$ cat config.mk
export PLATFORM = sky130hd
export DESIGN_NAME = pulse_emit_scheduler_flat
export DESIGN_NICKNAME = d
export VERILOG_FILES = /design/src/rtl/pulse_emit_scheduler_if.sv /design/src/rtl/pulse_emit_scheduler.sv /design/src/flat_wrapper.sv
export SDC_FILE = /design/constraint.sdc
export NUM_CORES = 1
export LEC_CHECK = 0
export CAP_MARGIN = 20
export CORE_ASPECT_RATIO = 0.5
export CORE_MARGIN = 5
export CORE_UTILIZATION = 45
export DETAILED_ROUTE_END_ITERATION = 6
export PLACE_DENSITY = 0.65
export SLEW_MARGIN = 0
export SYNTH_ARGS = -nofsm -noshare
export SYNTH_HDL_FRONTEND = slang
export SYNTH_SLANG_ARGS = --single-unit
$ cat constraint.sdc
create_clock -name clk -period 7.19 [get_ports clk]
set_clock_uncertainty 0.2 [all_clocks]
set_input_delay 0.719 -clock clk [delete_from_list [all_inputs] [get_ports clk]]
set_output_delay 0.719 -clock clk [all_outputs]
set_load 0.01 [all_outputs]
$ cat src/rtl/pulse_emit_scheduler_if.sv
// Channel-side and LED-side signals of the pulse emit scheduler.
// The bench drives the master side and the scheduler owns the slave side.
interface pulse_emit_scheduler_if #(
    parameter int N_CH  = 4,
    parameter int CNT_W = 8
) ();
    localparam int PTR_W = $clog2(N_CH);

    logic                    en;
    logic [N_CH-1:0]         pulse_in;
    logic                    clr_ovf;
    logic                    led;
    logic [PTR_W-1:0]        active_ch;
    logic                    busy;
    logic [N_CH*CNT_W-1:0]   pending;
    logic [N_CH-1:0]         ovf;

    modport master (
        output en, pulse_in, clr_ovf,
        input  led, active_ch, busy, pending, ovf
    );

    modport slave (
        input  en, pulse_in, clr_ovf,
        output led, active_ch, busy, pending, ovf
    );
endinterface

$ cat src/rtl/pulse_emit_scheduler.sv
// Queues 1-cycle pulses per channel and replays them round-robin on one LED
// as a DELAY / ON / GAP sequence.
//
// state | meaning
// IDLE  | waiting for en and a nonzero pending counter
// DELAY | granted, LED still dark for DELAY_CYC cycles
// ON    | LED lit for ON_CYC cycles
// GAP   | LED dark for GAP_CYC cycles before the next grant
module pulse_emit_scheduler #(
    parameter int          N_CH      = 4,
    parameter int          CNT_W     = 8,
    parameter int unsigned DELAY_CYC = 100_000_000,
    parameter int unsigned ON_CYC    = 100_000_000,
    parameter int unsigned GAP_CYC   = 50_000_000
) (
    input logic                   clk,
    input logic                   reset,
    pulse_emit_scheduler_if.slave bus
);
    localparam int               PTR_W    = $clog2(N_CH);
    localparam logic [31:0]      DELAY_LD = 32'(DELAY_CYC - 1);
    localparam logic [31:0]      ON_LD    = 32'(ON_CYC - 1);
    localparam logic [31:0]      GAP_LD   = 32'(GAP_CYC - 1);
    localparam logic [CNT_W-1:0] CNT_MAX  = '1;

    if (N_CH < 2 || N_CH > 8) begin : g_bad_n_ch
        $error("pulse_emit_scheduler: N_CH must be 2..8");
    end
    if (CNT_W < 1) begin : g_bad_cnt_w
        $error("pulse_emit_scheduler: CNT_W must be >= 1");
    end
    if (DELAY_CYC == 0 || ON_CYC == 0 || GAP_CYC == 0) begin : g_bad_cyc
        $error("pulse_emit_scheduler: DELAY_CYC, ON_CYC and GAP_CYC must be >= 1");
    end

    typedef enum logic [1:0] {IDLE, DELAY, ON, GAP} state_t;

    state_t           state_q, state_d;
    logic [31:0]      timer_q, timer_d;
    logic [PTR_W-1:0] rr_q, rr_d;
    logic [PTR_W-1:0] act_q, act_d;
    logic [CNT_W-1:0] cnt_q [N_CH];
    logic [CNT_W-1:0] cnt_d [N_CH];
    logic [N_CH-1:0]  ovf_q, ovf_d;
    logic             grant;
    logic [PTR_W-1:0] grant_ch;

    // Walk the search order backwards so the channel closest to rr_q wins.
    always_comb begin
        int idx;
        idx      = 0;
        grant    = 1'b0;
        grant_ch = '0;
        if (state_q == IDLE && bus.en) begin
            for (int k = N_CH - 1; k >= 0; k--) begin
                idx = (int'(rr_q) + k) % N_CH;
                if (cnt_q[idx] != '0) begin
                    grant    = 1'b1;
                    grant_ch = PTR_W'(idx);
                end
            end
        end
    end

    // A pulse coinciding with its own channel's grant cancels out, so it never overflows.
    always_comb begin
        ovf_d = ovf_q & ~{N_CH{bus.clr_ovf}};
        for (int i = 0; i < N_CH; i++) begin
            cnt_d[i] = cnt_q[i];
            if (bus.pulse_in[i] && !(grant && grant_ch == PTR_W'(i))) begin
                if (cnt_q[i] == CNT_MAX) begin
                    ovf_d[i] = 1'b1;
                end else begin
                    cnt_d[i] = cnt_q[i] + 1'b1;
                end
            end else if (!bus.pulse_in[i] && grant && grant_ch == PTR_W'(i)) begin
                cnt_d[i] = cnt_q[i] - 1'b1;
            end
        end
    end

    always_ff @(posedge clk or negedge reset) begin
        if (!reset) begin
            state_q <= IDLE;
            timer_q <= '0;
            rr_q    <= '0;
            act_q   <= '0;
            ovf_q   <= '0;
            for (int i = 0; i < N_CH; i++) begin
                cnt_q[i] <= '0;
            end
        end else begin
            state_q <= state_d;
            timer_q <= timer_d;
            rr_q    <= rr_d;
            act_q   <= act_d;
            ovf_q   <= ovf_d;
            for (int i = 0; i < N_CH; i++) begin
                cnt_q[i] <= cnt_d[i];
            end
        end
    end

    // Timer is loaded with phase length minus one and the phase ends at zero.
    always_comb begin
        state_d = state_q;
        timer_d = timer_q;
        rr_d    = rr_q;
        act_d   = act_q;
        unique case (state_q)
            IDLE: begin
                if (grant) begin
                    act_d   = grant_ch;
                    rr_d    = (grant_ch == PTR_W'(N_CH - 1)) ? '0 : grant_ch + 1'b1;
                    timer_d = DELAY_LD;
                    state_d = DELAY;
                end
            end
            DELAY: begin
                if (timer_q == '0) begin
                    timer_d = ON_LD;
                    state_d = ON;
                end else begin
                    timer_d = timer_q - 1'b1;
                end
            end
            ON: begin
                if (timer_q == '0) begin
                    timer_d = GAP_LD;
                    state_d = GAP;
                end else begin
                    timer_d = timer_q - 1'b1;
                end
            end
            GAP: begin
                if (timer_q == '0) begin
                    state_d = IDLE;
                end else begin
                    timer_d = timer_q - 1'b1;
                end
            end
            default: state_d = IDLE;
        endcase
    end

    always_comb begin
        bus.led       = (state_q == ON);
        bus.busy      = (state_q != IDLE);
        bus.active_ch = act_q;
        bus.ovf       = ovf_q;
        bus.pending   = '0;
        for (int i = 0; i < N_CH; i++) begin
            bus.pending[i*CNT_W +: CNT_W] = cnt_q[i];
        end
    end
endmodule

$ cat src/flat_wrapper.sv
// flat-port wrapper written by rule: the top's interface ports become plain ports
module pulse_emit_scheduler_flat 
#(
    parameter int          N_CH      = 4,
    parameter int          CNT_W     = 8,
    parameter int unsigned DELAY_CYC = 100_000_000,
    parameter int unsigned ON_CYC    = 100_000_000,
    parameter int unsigned GAP_CYC   = 50_000_000
)
  (clk, reset, bus_en, bus_pulse_in, bus_clr_ovf, bus_led, bus_active_ch, bus_busy, bus_pending, bus_ovf);
  pulse_emit_scheduler_if #(.N_CH(N_CH), .CNT_W(CNT_W)) bus_i ();
  input logic clk;
  input logic reset;
  input wire logic [$bits(bus_i.en)-1:0] bus_en;
  input wire logic [$bits(bus_i.pulse_in)-1:0] bus_pulse_in;
  input wire logic [$bits(bus_i.clr_ovf)-1:0] bus_clr_ovf;
  output wire logic [$bits(bus_i.led)-1:0] bus_led;
  output wire logic [$bits(bus_i.active_ch)-1:0] bus_active_ch;
  output wire logic [$bits(bus_i.busy)-1:0] bus_busy;
  output wire logic [$bits(bus_i.pending)-1:0] bus_pending;
  output wire logic [$bits(bus_i.ovf)-1:0] bus_ovf;
  assign bus_i.en = bus_en;
  assign bus_i.pulse_in = bus_pulse_in;
  assign bus_i.clr_ovf = bus_clr_ovf;
  assign bus_led = bus_i.led;
  assign bus_active_ch = bus_i.active_ch;
  assign bus_busy = bus_i.busy;
  assign bus_pending = bus_i.pending;
  assign bus_ovf = bus_i.ovf;
  pulse_emit_scheduler #(.N_CH(N_CH), .CNT_W(CNT_W), .DELAY_CYC(DELAY_CYC), .ON_CYC(ON_CYC), .GAP_CYC(GAP_CYC)) u_core (.clk(clk), .reset(reset), .bus(bus_i));
endmodule
# Word level (Yosys, flattened, before mapping)
# Cells that the tools add are included.
[totals]
ff_bits = 74
word_cells = 154
[op_classes]
addsub = 13
n_lt_le_gt_ge = 4
eq_ne = 19
n_mux = 53
n_bitwise = 9
reduce_logical = 47
[op_table]
columns = ["operator", "count"]
rows = [
  ["$mux 8", 20],
  ["$ge 32x3->1 const B", 4],
  ["$mux 32", 4],
  ["$pmux 32 s4", 1],
  ["$not 32->32", 3],
  ["$bmux 8 s2", 4],
  ["$add 8x1->8 const B", 4],
  ["$eq 8x8->1 const B", 4],
  ["$logic_not 32->1", 1],
  ["$not 2->32", 1],
  ["$reduce_bool 8->1", 4],
  ["$sub 32x1->32 const B", 1],
  ["$sub 8x1->8 const B", 4],
  ["$mux 2", 10],
  ["$logic_and 1x1->1", 17],
  ["$mux 1", 13],
  ["$reduce_and 2->1", 6],
  ["$ne 2x2->1 const B", 5],
  ["$reduce_bool 2->1", 5],
  ["$eq 2x2->1 const B", 4],
  ["$logic_not 1->1", 8],
  ["$ne 2x1->1 const B", 4],
  ["$pmux 2 s4", 1],
  ["$reduce_or 2->1", 3],
  ["other kinds (8)", 14],
]

# Logic depth before layout (Yosys ltp)
[logic_depth]
ltp_word = 19
depth_mapped = 17
ltp_nobuf = 16

# Worst setup path after synthesis
# OpenSTA, ideal clock, no wires.
[synth_timing]
kind = "reg-to-reg"
start = "register u_core.cnt_q (netlist bit u_core.bus.pending[16])"
end = "register u_core.cnt_q (netlist bit u_core.bus.pending[6])"
setup_ns = 0.127
t_arrival_ns = 4.380
t_required_ns = 6.863
slack_ns = 2.482
path_stages_with_launch = 16
path_cell_list = "dfrtp_1 or4_1 or2_1 a21oi_1 nor2_1 o41ai_1 ha_1 nand2_1 o21ai_0 ha_1 a21o_1 a21oi_1 o21bai_1 a21oi_1 xnor2_1 mux2_1"
[synth_between]
elab_chain_len = 15
[synth_rtl]
columns = ["element", "line_no", "source"]
rows = [
  ["start: declaration", "pulse_emit_scheduler.sv:42", "logic [CNT_W-1:0] cnt_q [N_CH];"],
  ["start signal: indexed assignment", "pulse_emit_scheduler.sv:99", "cnt_q[i] <= cnt_d[i];"],
  ["$bmux 8 s2", "pulse_emit_scheduler.sv:57", "if (cnt_q[idx] != '0) begin"],
  ["$mux 8 (not written as such) (2 in series)", "pulse_emit_scheduler.sv:57", ""],
  ["$reduce_bool 8->1", "pulse_emit_scheduler.sv:57", ""],
  ["$mux 2 (4 in series)", "pulse_emit_scheduler.sv:57", ""],
  ["$mux 2", "pulse_emit_scheduler.sv:54", "if (state_q == IDLE && bus.en) begin"],
  ["$logic_not 2->1", "pulse_emit_scheduler.sv:70, pulse_emit_scheduler.sv:76", ""],
  ["$logic_and 1x1->1", "pulse_emit_scheduler.sv:70", "if (bus.pulse_in[i] && !(grant && grant_ch == PTR_W'(i))) begin"],
  ["$logic_not 1->1", "pulse_emit_scheduler.sv:70", ""],
  ["$logic_and 1x1->1", "pulse_emit_scheduler.sv:70", ""],
  ["$ne 2x2->1 (no line) or $reduce_bool 2->1 (tied branches)", "--", ""],
  ["$reduce_and 2->1 (no line)", "--", ""],
]
# Several ways; a longest one is shown, not always the timed one. The select of a mux whose other input is x is not followed.
# A chain may end at the register's enable or synchronous reset.

# Worst setup path after layout
# Same ends and word-level chain as after synthesis.

==> impl_metrics.tcl <==
set metrics [dict create \
    outcome "finished clean" \
    path_class "reg2reg" \
    crit_arrival_ns 5.45 \
    num_vias 4238 \
    slew-limit-headroom 0.280 \
    n_antenna_cell 0 \
    dieWidth_um 161 \
    synth-seq-area-share 0.363 \
    period_minus_slack_ns 5.43 \
    nets 645 \
    rows 27 \
    r2r_start "u_core.bus.pending[16]$_DFFE_PN0P_" \
    cts_buffers 9 \
    clk_transition_reported_paths_ns 0.06 \
    synth_edf_count 0 \
    p_per_area_nw_per_um2 333 \
    dieArea_um2 13700 \
    endpoint_kind "flip-flop" \
    setup-tns-final_ns 0 \
    syn_area_per_cell_um2 9.18 \
    fin_crit_sh 0.755 \
    r2r_setup_slack_ns 1.76 \
    leakage_nw 2.49 \
    fmax_mhz 184 \
    synth_warnings 0 \
    startpoint_type "flip-flop" \
    wire_per_inst_um 16.3 \
    hp-class "in2async" \
    syn_area_um2 5100 \
    io_pins 48 \
    clk_path_buf_depth 2 \
    ys_types 60 \
    h-tree-depth 3 \
    cts_setup_buffers 0 \
    ir_worst_vdd_mv 0.132 \
    drcViolationCount 0 \
    hpwlAfterDp_um 8470 \
    drive_gt1_frac 0.0795 \
    ctsResizeCount 0 \
    antenna_found_initial 0 \
    ys_ff_latch 74 \
    grt_start_max_net_pins 75 \
    rsz0062_at_grt "no" \
    worstRegToRegCells 15 \
    core-area_um2 11000 \
    grt.total_usage 0.184 \
    fill_cells 1000 \
    crit_path_start "u_core.bus.pending[16]$_DFFE_PN0P_" \
    synthArstFlopShare 1.00 \
    cts_hold_buf 0 \
    area_growth_syn_to_layout_pct 18.2 \
    maxCapViolations 0 \
    final_max_slew_viol_count 0 \
    drt_wl_total_um 12200 \
    syn_inst 556 \
    synthFlopType "dfrtp_1" \
    cts_sinks 74 \
    overflow 0 \
    drt_first_iter_violations 276 \
    first_pass_iters 4 \
    tritoncts "done" \
    gp_congestion 0.858 \
    start_util 0.462 \
    ctsRootBufferMaster "clkbuf_16" \
    drtAntennaViolNets 0 \
    portBuffers 47 \
    path_max_fanout 8 \
    tightest_slew_ns 1.08 \
    avgViaCountPerCell 5.66 \
    r2r-end "u_core.bus.pending[6]$_DFFE_PN0P_" \
    critPathRequiredTime_ns 7.21 \
    die_h_um 85.3 \
    grt_pass1_wl_um 20500 \
    synth_nets 602 \
    finalHoldViolCount 0 \
    worstSkewPairLatency_ns 0.34 \
    grt_pass1_vias 4088 \
    whs_ns 0.0989 \
    setup-violations-final 0 \
]
==> worst max-delay path by stage <==
stage	endpoint	slack [ns]	cells past startpoint
6_report	u_core.bus.pending[6]$_DFFE_PN0P_	1.76	15
5_1_grt	u_core.bus.pending[6]$_DFFE_PN0P_	1.39	15
4_1_cts	u_core.bus.pending[6]$_DFFE_PN0P_	1.78	15
3_5_place_dp	u_core.bus.pending[6]$_DFFE_PN0P_	1.84	15
3_3_place_gp	u_core.bus.pending[6]$_DFFE_PN0P_	2.04	15
2_1_floorplan	u_core.bus.pending[6]$_DFFE_PN0P_	2.48	15
==> cells by family (layout without fill, tap and decap cells) <==
logic type,after synthesis,count (layout),share of synthesized area
AO/OA/AOI/OAI,163,163,0.204
XOR/XNOR,28,28,0.0480
adder cells (fa/ha/maj),38,38,0.0990
buffers and inverters,48,96,0.0400
flip-flops,74,74,0.363
multiplexers,28,28,0.0603
AND/OR/NAND/NOR,177,177,0.185
==> synth_stat cells, drive strengths merged, types with 5 or more instances <==
library cell	number	area share
a21o	7	0.010
xnor2	18	0.031
nor2	40	0.029
nor3	28	0.027
a31oi	12	0.024
or2	11	0.014
mux2i	6	0.012
o31ai	5	0.010
buf	7	0.0098
o21ai	47	0.048
mux2	22	0.049
o22ai	8	0.0098
nand2	34	0.025
clkbuf	12	0.0088
or4	8	0.015
ha	34	0.083
nand3	12	0.012
xor2	10	0.017
nor4	15	0.025
and3	5	0.0061
inv	29	0.021
o21bai	8	0.012
or3	7	0.0086
a21oi	53	0.053
nand4	10	0.012
dfrtp	74	0.36
==> final cells by class <==
cell class / count / area [µm²] / share of cell area
Clock buffer: 11 / 243 / 0.0402
Clock inverter: 5 / 77.6 / 0.0129
Inverter: 29 / 109 / 0.0180
Multi-Input combinational cell: 434 / 3050 / 0.506
Sequential cell: 74 / 1850 / 0.307
Tap cell: 145 / 181 / 0.0301
Timing Repair Buffer: 51 / 515 / 0.0855
==> worst max-delay path, cell delays in order (launching register included) <==
cell and delay (ns):
dfrtp_1 0.46, or4_1 0.59, or2_1 0.32, a21oi_1 0.16
nor2_1 0.06, o41ai_1 0.78, ha_1 0.36, nand2_1 0.08
o21ai_0 0.80, ha_1 0.43, a21o_1 0.19, a21oi_1 0.22
o21bai_1 0.09, a21oi_1 0.18, xnor2_1 0.08, mux2_1 0.28
==> registers in the layout, indices dropped and copies added (netlist names) <==
| name | count |
|---|---|
| u_core.bus.active_ch | 2 |
| u_core.bus.ovf | 4 |
| u_core.bus.pending | 32 |
| u_core.rr_q | 2 |
| u_core.state_q | 2 |
| u_core.timer_q | 32 |
==> routing by layer <==
layer / global-route usage / wire [µm]
met4: 0.0539 / 135
met1: 0.243 / 5880
met2: 0.302 / 5680
met5: 0 / 0
met3: 0.0437 / 480
==> through the flow <==
step            util  worst slack [ns]  std cells  instance area, µm²  power, mW
3_5_place_dp   0.514              1.84        731                5680       1.51
3_3_place_gp   0.514              2.04        731                5680       1.50
4_1_cts        0.543              1.78        747                6000       2.02
5_1_grt        0.546              1.39        749                6030       2.14
2_1_floorplan      -              2.48        556                5100       1.20
6_report       0.546              1.76        749                6030       2.01
==> cells in the final DEF (no fill, tap or decap), drive strengths merged, types with 2 or more instances in the layout <==
cell	n
nand2	34
o21bai	8
nand2b	2
or4	8
o21ai	47
o41ai	2
fa	4
nor3	28
or2	11
ha	34
a22oi	2
mux2i	6
o22ai	8
nand4	10
nor2	40
xnor2	18
o21a	4
clkbuf	11
clkdlybuf4s50	46
clkinv	2
buf	5
xor2	10
or3	7
and3	5
bufinv	2
a21o	7
o22a	3
and2	2
a31oi	12
dfrtp	74
o211ai	4
nor4	15
a21oi	53
o31ai	5
nand3	12
inv	29
mux2	22
==> where the power goes <==
part	leakage [nW]	internal, mW	switching [mW]
registers	0.855	0.516	0.141
clock network	0.156	0.312	0.183
logic	1.48	0.476	0.378
Power figures use the tool's default switching activity.
